## config.mk

```make
export PLATFORM = sky130hd
export DESIGN_NAME = fetch_stage_flat
export DESIGN_NICKNAME = d
export VERILOG_FILES = /design/src/rtl/core_pkg.sv /design/src/rtl/fetch_stage_if.sv /design/src/rtl/if_id_reg.sv /design/src/rtl/fetch_stage.sv /design/src/flat_wrapper.sv
export SDC_FILE = /design/constraint.sdc
export NUM_CORES = 1
export LEC_CHECK = 0
export BUFFER_PORTS_ARGS = -buffer_cell sky130_fd_sc_hd__clkbuf_2
export CAP_MARGIN = 20
export CELL_PAD_IN_SITES_DETAIL_PLACEMENT = 1
export CELL_PAD_IN_SITES_GLOBAL_PLACEMENT = 1
export CORE_UTILIZATION = 47
export CTS_CLUSTER_SIZE = 14
export DETAILED_ROUTE_END_ITERATION = 16
export PLACE_DENSITY_LB_ADDON = 0.1
export SLEW_MARGIN = 15
export SYNTH_ARGS = -nofsm -noshare
export SYNTH_HDL_FRONTEND = slang
export SYNTH_SLANG_ARGS = --single-unit
export TNS_END_PERCENT = 10
```

## constraint.sdc

```tcl
create_clock -name clk -period 17.8 [get_ports clk]
set_input_delay 1.78 -clock clk [delete_from_list [all_inputs] [get_ports clk]]
set_output_delay 1.78 -clock clk [all_outputs]
set_load 0.05 [all_outputs]
```

## src/rtl/core_pkg.sv

```systemverilog
// Shared core definitions: opcode map, NOP encoding, fetch FSM states and the
// IF/ID pipeline register record.
package core_pkg;

  localparam int XLEN = 32;

  // Major opcodes seen by the controller
  localparam logic [6:0] OP_LOAD   = 7'b0000011;
  localparam logic [6:0] OP_STORE  = 7'b0100011;
  localparam logic [6:0] OP_R_TYPE = 7'b0110011;
  localparam logic [6:0] OP_I_TYPE = 7'b0010011;
  localparam logic [6:0] OP_U_TYPE = 7'b0110111;
  localparam logic [6:0] OP_BRANCH = 7'b1100011;
  localparam logic [6:0] OP_JAL    = 7'b1101111;
  localparam logic [6:0] OP_JALR   = 7'b1100111;
  localparam logic [6:0] OP_HALT   = 7'b1110101;

  // addi x0,x0,0
  localparam logic [XLEN-1:0] NOP = 32'h00000013;

  typedef enum logic [1:0] {
    FETCH,
    HOLD,
    DISCARD,
    HALTED
  } fetch_state_t;

  typedef struct packed {
    logic [XLEN-1:0] pc;
    logic [XLEN-1:0] instr;
    logic            valid;
  } if_id_t;

endpackage

```

## src/rtl/fetch_stage_if.sv

```systemverilog
// Instruction-memory port: request/address out, data/valid back.
interface fetch_stage_if #(
  parameter int PC_W  = 32,
  parameter int INS_W = 32
);
  logic             IMemReq;
  logic [PC_W-1:0]  IMemAddr;
  logic [INS_W-1:0] IMemRdata;
  logic             IMemValid;

  modport master (output IMemReq, IMemAddr, input IMemRdata, IMemValid);
  modport slave  (input IMemReq, IMemAddr, output IMemRdata, IMemValid);
endinterface

```

## src/rtl/if_id_reg.sv

```systemverilog
// IF/ID pipeline register: flush to NOP beats load; no load means hold.
module if_id_reg
  import core_pkg::*;
#(
  parameter logic [XLEN-1:0] NOP_INSTR = 32'h00000013
) (
  input  logic   clk,
  input  logic   reset,
  input  logic   flush,
  input  logic   load,
  input  if_id_t d,
  output if_id_t q
);

  // Register update: reset/flush leave a NOP bubble, PC survives a flush
  always_ff @(posedge clk or posedge reset) begin
    if (reset) begin
      q <= '{pc: '0, instr: NOP_INSTR, valid: 1'b0};
    end else if (flush) begin
      q <= '{pc: q.pc, instr: NOP_INSTR, valid: 1'b0};
    end else if (load) begin
      q <= d;
    end
  end

endmodule

```

## src/rtl/fetch_stage.sv

```systemverilog
// Instruction fetch: PC, fetch FSM, one-entry skid buffer and the IF/ID register.
module fetch_stage #(
  parameter int               PC_W     = 32,
  parameter int               INS_W    = 32,
  parameter logic [PC_W-1:0]  RESET_PC = '0,
  parameter logic [INS_W-1:0] NOP      = 32'h00000013
) (
  input  logic             clk,
  input  logic             reset,
  input  logic             Stall,
  input  logic             Redirect,
  input  logic [PC_W-1:0]  Target,
  input  logic             HaltIn,
  fetch_stage_if.master    imem,
  output logic [PC_W-1:0]  IfIdPC,
  output logic [INS_W-1:0] IfIdInstr,
  output logic             IfIdValid,
  output logic [6:0]       Opcode,
  output logic             Halted
);
  import core_pkg::*;

  fetch_state_t     state_reg, state_next;
  logic [PC_W-1:0]  pc_reg, pc_next;
  logic [PC_W-1:0]  skid_pc_reg, skid_pc_next;
  logic [INS_W-1:0] skid_instr_reg, skid_instr_next;
  logic [PC_W-1:0]  target_reg, target_next;
  logic             halt_flag_reg, halt_flag_next;
  logic             halted_reg, halted_next;

  if_id_t ifid_q, ifid_d;
  logic   ifid_load, ifid_flush;
  logic   req, complete, stall_eff, halt_trig;

  // Request is held through DISCARD so the address stays stable until the
  // outstanding transfer drains; nothing is requested while reset is held.
  assign req       = ((state_reg == FETCH) || (state_reg == DISCARD)) && !reset;
  assign complete  = req && imem.IMemValid;
  // A stall over an empty IF/ID cannot block the incoming word
  assign stall_eff = Stall && ifid_q.valid;
  assign halt_trig = HaltIn && ifid_q.valid && !Stall && !Redirect;

  assign imem.IMemReq  = req;
  assign imem.IMemAddr = pc_reg;

  // State, PC, skid buffer and saved-redirect registers
  always_ff @(posedge clk or posedge reset) begin
    if (reset) begin
      state_reg      <= FETCH;
      pc_reg         <= RESET_PC;
      skid_pc_reg    <= '0;
      skid_instr_reg <= '0;
      target_reg     <= '0;
      halt_flag_reg  <= 1'b0;
      halted_reg     <= 1'b0;
    end else begin
      state_reg      <= state_next;
      pc_reg         <= pc_next;
      skid_pc_reg    <= skid_pc_next;
      skid_instr_reg <= skid_instr_next;
      target_reg     <= target_next;
      halt_flag_reg  <= halt_flag_next;
      halted_reg     <= halted_next;
    end
  end

  // Next state: redirect > drain > halt > normal fetch / skid release.
  // The skid buffer is only meaningful in HOLD, so leaving HOLD empties it.
  always_comb begin
    state_next      = state_reg;
    pc_next         = pc_reg;
    skid_pc_next    = skid_pc_reg;
    skid_instr_next = skid_instr_reg;
    target_next     = target_reg;
    halt_flag_next  = halt_flag_reg;
    halted_next     = halted_reg;
    ifid_load       = 1'b0;
    ifid_flush      = 1'b0;
    ifid_d          = ifid_q;

    if (state_reg != HALTED) begin
      if (Redirect) begin
        ifid_flush = 1'b1;
        if ((state_reg == DISCARD) && halt_flag_reg) begin
          // Already draining towards HALTED; a late redirect cannot revive fetch
          target_next = Target;
          if (complete) state_next = HALTED;
        end else if (!req || complete) begin
          pc_next    = Target;
          state_next = FETCH;
        end else begin
          target_next = Target;
          state_next  = DISCARD;
        end
      end else if (state_reg == DISCARD) begin
        if (complete) begin
          if (halt_flag_reg) begin
            state_next = HALTED;
          end else begin
            pc_next    = target_reg;
            state_next = FETCH;
          end
        end
      end else if (halt_trig) begin
        ifid_load   = 1'b1;
        ifid_d.valid = 1'b0;
        halted_next = 1'b1;
        if ((state_reg == FETCH) && !complete) begin
          halt_flag_next = 1'b1;
          state_next     = DISCARD;
        end else begin
          state_next = HALTED;
        end
      end else if (state_reg == FETCH) begin
        if (complete) begin
          pc_next = pc_reg + PC_W'(4);
          if (stall_eff) begin
            skid_pc_next    = pc_reg;
            skid_instr_next = imem.IMemRdata;
            state_next      = HOLD;
          end else begin
            ifid_load = 1'b1;
            ifid_d    = '{pc: pc_reg, instr: imem.IMemRdata, valid: 1'b1};
          end
        end
      end else if (!Stall) begin
        ifid_load  = 1'b1;
        ifid_d     = '{pc: skid_pc_reg, instr: skid_instr_reg, valid: 1'b1};
        state_next = FETCH;
      end
    end
  end

  if_id_reg #(
    .NOP_INSTR(NOP)
  ) u_if_id (
    .clk   (clk),
    .reset (reset),
    .flush (ifid_flush),
    .load  (ifid_load),
    .d     (ifid_d),
    .q     (ifid_q)
  );

  assign IfIdPC    = ifid_q.pc;
  assign IfIdInstr = ifid_q.instr;
  assign IfIdValid = ifid_q.valid;
  assign Opcode    = ifid_q.instr[6:0];
  assign Halted    = halted_reg;

endmodule

```

## src/flat_wrapper.sv

```systemverilog
// flat-port wrapper written by rule: the top's interface ports become plain ports
module fetch_stage_flat import core_pkg::*;
#(
  parameter int               PC_W     = 32,
  parameter int               INS_W    = 32,
  parameter logic [PC_W-1:0]  RESET_PC = '0,
  parameter logic [INS_W-1:0] NOP      = 32'h00000013
)
  (clk, reset, Stall, Redirect, Target, HaltIn, IfIdPC, IfIdInstr, IfIdValid, Opcode, Halted, imem_IMemReq, imem_IMemAddr, imem_IMemRdata, imem_IMemValid);
  fetch_stage_if #(.PC_W(PC_W), .INS_W(INS_W)) imem_i ();
  input  logic clk;
  input  logic reset;
  input  logic Stall;
  input  logic Redirect;
  input  logic [PC_W-1:0] Target;
  input  logic HaltIn;
  output logic [PC_W-1:0] IfIdPC;
  output logic [INS_W-1:0] IfIdInstr;
  output logic IfIdValid;
  output logic [6:0] Opcode;
  output logic Halted;
  output wire logic [$bits(imem_i.IMemReq)-1:0] imem_IMemReq;
  output wire logic [$bits(imem_i.IMemAddr)-1:0] imem_IMemAddr;
  input wire logic [$bits(imem_i.IMemRdata)-1:0] imem_IMemRdata;
  input wire logic [$bits(imem_i.IMemValid)-1:0] imem_IMemValid;
  assign imem_IMemReq = imem_i.IMemReq;
  assign imem_IMemAddr = imem_i.IMemAddr;
  assign imem_i.IMemRdata = imem_IMemRdata;
  assign imem_i.IMemValid = imem_IMemValid;
  fetch_stage #(.PC_W(PC_W), .INS_W(INS_W), .RESET_PC(RESET_PC), .NOP(NOP)) u_core (.clk(clk), .reset(reset), .Stall(Stall), .Redirect(Redirect), .Target(Target), .HaltIn(HaltIn), .imem(imem_i), .IfIdPC(IfIdPC), .IfIdInstr(IfIdInstr), .IfIdValid(IfIdValid), .Opcode(Opcode), .Halted(Halted));
endmodule
```

==> results.toml <==
[outcome]
status = "complete, no violations"

[worst_setup_path]
worstSetupStartpointType = "primary input"
cp_max_fo = 5
critPathCaptureType = "primary output"
rr_endpoint = "u_core.u_if_id.q[50]$_DFFE_PP0P_"
reg2regPathDepth = 7
reg2reg_from = "u_core.state_reg[1]$_DFFE_PP0P_"
r2r_setup_slack_ns = 14.68
required_ns = 16.02
arrival_ns = 2.40
path_class = "in -> out"

[timing]
period_share_pct = 23.5
tns_ns = 0
rsz0062_at_grt = "no"
finClkSkew_ns = 0.0121
slew_headroom_pct = 39.2
fmax_mhz = 239
post-route-min-period_ns = 4.18
final.setup.worst_slack_ns = 13.62
hold_viol_final = 0
slew_viol_final = 0
max_slew.worst_pin.slew_ns = 0.912
setup-violations-final = 0

[grt]
overflow = 0
track_usage_pct = 25.6
grt_pass1_wl_mm = 41.0
grt_pass1_vias = 7702
antenna_found_initial = 0
grt_max_degree = 117

[clocking]
cts_buffer_depth = 2
cts_sinks = 197
cts_inserted_buffers = 17
cts_resized = 0
cts_setup_buffers = 0
htree_num_levels = 4
cts_hold_buf = 0
clk_latency_ns = 0.44
path_clk_slew_ns = 0.07
clockRootBuffer = "clkbuf_16"
cts_tree = "done"

[die]
die_area_um2 = 20800
die_h_um = 144
coreArea_um2 = 19700
std_cell_rows = 51
start_util_pct = 48.4
die_x_um = 144
io_pins = 176

[logic_synthesis]
ys.warnings.count = 0
syn_area_um2 = 9520
synth_fp_nets = 1007
async_flop_share_pct = 100
synth_edf_count = 0
synthDominantCellAreaShare_pct = 51.0
synthTopCellsByArea = "dfrtp_1 (51%), mux2_2 (12%), nand2_1 (7.2%), mux2_1 (3.2%), o21ai_0 (3.1%)"
syn_inst = 936
yosysSeqAreaShare_pct = 51.8
ys.flop_type = "dfrtp_1"
yosys.area.top_type = "dfrtp_1"
synth_seq_cells = 197
yosysUniqueCellTypes = 71
avgSynthCellArea_um2 = 10.2

[cells_and_area]
antenna_cells_inserted = 0
final_cells = 1350
nFillCells = 2230
regMostFlops = "u_core.u_if_id.q"
fin_nets = 1143
syn2layout_area_growth_pct = 16.5
largest_reg_flops = 65
layout-drive-gt1-share_pct = 31.8
final_util_pct = 56.4

[routing]
routed_wl_mm = 25.7
route.antenna.remaining_nets = 0
drtPass1Iterations = 4
routedWlPerCell_um = 19.0
viasPerCell = 5.68
route.detailed.drc = 0
num_vias = 7674
drt_iter0_markers = 346

[power_and_ir_drop]
total_leakage_power_nw = 5.14
peakVddDrop_v = 0.000107
p_per_area_nw_per_um2 = 203

[place]
place_ws_ns = 13.11
place.gp.congestion = 0.811
dp_cells = 1316
io_buffers = 175
hpwlAfterDp_mm = 16.7

[hold_path]
holdCritStartpoint = "u_core.Halted$_DFFE_PP0P_"
holdPathEnd = "u_core.Halted$_DFFE_PP0P_"
whs_path_depth = 1
hold_path_class = "reg -> reg"

[flow_run]
maxCapViolCount = 0
Yosys cell counts (all sizes together), types with 5 or more instances:
master	n
dfrtp	194
a31oi	41
a21oi	49
nor2	71
buf	42
a221oi	5
and3	10
clkbuf	30
nor3	15
nand2	182
o21ai	64
nand3	12
mux2	125
o31ai	5
and2	7
nand4	10
inv	8
nor4	5
a41oi	10
layout make-up:
type	instances	area [um^2]	area share, %
Sequential cell	197	4930	44.5
Clock buffer	18	429	3.87
Inverter	8	37.5	0.339
Clock inverter	14	139	1.25
Multi-Input combinational cell	659	4190	37.8
Timing Repair Buffer	189	1020	9.21
Tap cell	265	332	2.99
kinds of logic (layout without fill, tap and decap cells):
| family | Yosys count | in the layout | synth area share (%) |
|---|---|---|---|
| DFF | 197 | 197 | 51.8 |
| and+or+nand+nor | 326 | 326 | 15.2 |
| AOI/OAI and AO/OA | 206 | 206 | 13.6 |
| muxes | 126 | 126 | 14.9 |
| buffers and inverters | 80 | 229 | 4.29 |
| adders and majority gates | 1 | 1 | 0.131 |
critical path, stage by stage:
cell and delay, ns:
clkbuf_2 0.16, nor2_1 0.16, clkbuf_2 0.30
where the power goes:
part,internal [mW],switching (mW)
logic,0.299,0.760
clock network,0.197,0.183
registers,0.633,0.183
worst max-delay path by stage:
| stage | from | end | depth (start not counted) |
|---|---|---|---|
| 6_report | reset | imem_IMemReq | 3 |
| 5_1_grt | reset | imem_IMemReq | 3 |
| 4_1_cts | Redirect | u_core.imem.IMemAddr[13]$_DFFE_PP0P_ | 7 |
| 3_5_place_dp | Redirect | u_core.imem.IMemAddr[13]$_DFFE_PP0P_ | 7 |
| 3_3_place_gp | Redirect | u_core.imem.IMemAddr[13]$_DFFE_PP0P_ | 7 |
| 2_1_floorplan | reset | u_core.Halted$_DFFE_PP0P_ | 1 |
routing by layer:
metal,part of all wire (%),vias up,routed length (um),track usage [%]
met5,0,-,0,0
met4,1.3,0,321,7.09
met3,4.6,22,1170,4.14
met2,48,173,12200,41.5
met1,47,3890,12000,35.6
li1,-,3589,-,-
layout by cell type (no fill, tap or decap), types with 3 or more instances in the layout:
master,instances
inv_6,8
clkinv_4,3
clkbuf_2,175
mux2_1,27
and3_1,10
dfrtp_1,194
inv_1,5
o21ai_0,59
or2_2,3
a21oi_1,49
o22ai_1,4
o21ai_1,3
nand2_1,182
a2bb2oi_1,3
clkbuf_16,17
a31oi_1,41
a221oi_1,4
buf_4,12
nor3_1,13
a41oi_1,10
and2_1,7
o31ai_1,3
mux2_2,98
nand4_1,9
nor4_1,4
nand3_1,11
dfstp_2,3
nor2_1,69
per-stage QoR:
stage	total power [mW]	hold WS (ns)	area, um^2
6_report	2.25	0.485	11100
3_3_place_gp	1.85	0.454	10500
5_1_grt	2.39	0.497	11100
4_1_cts	2.27	0.482	11000
3_5_place_dp	1.88	0.464	10500
2_1_floorplan	1.61	0.458	9520
Power figures use the tool's default switching activity.
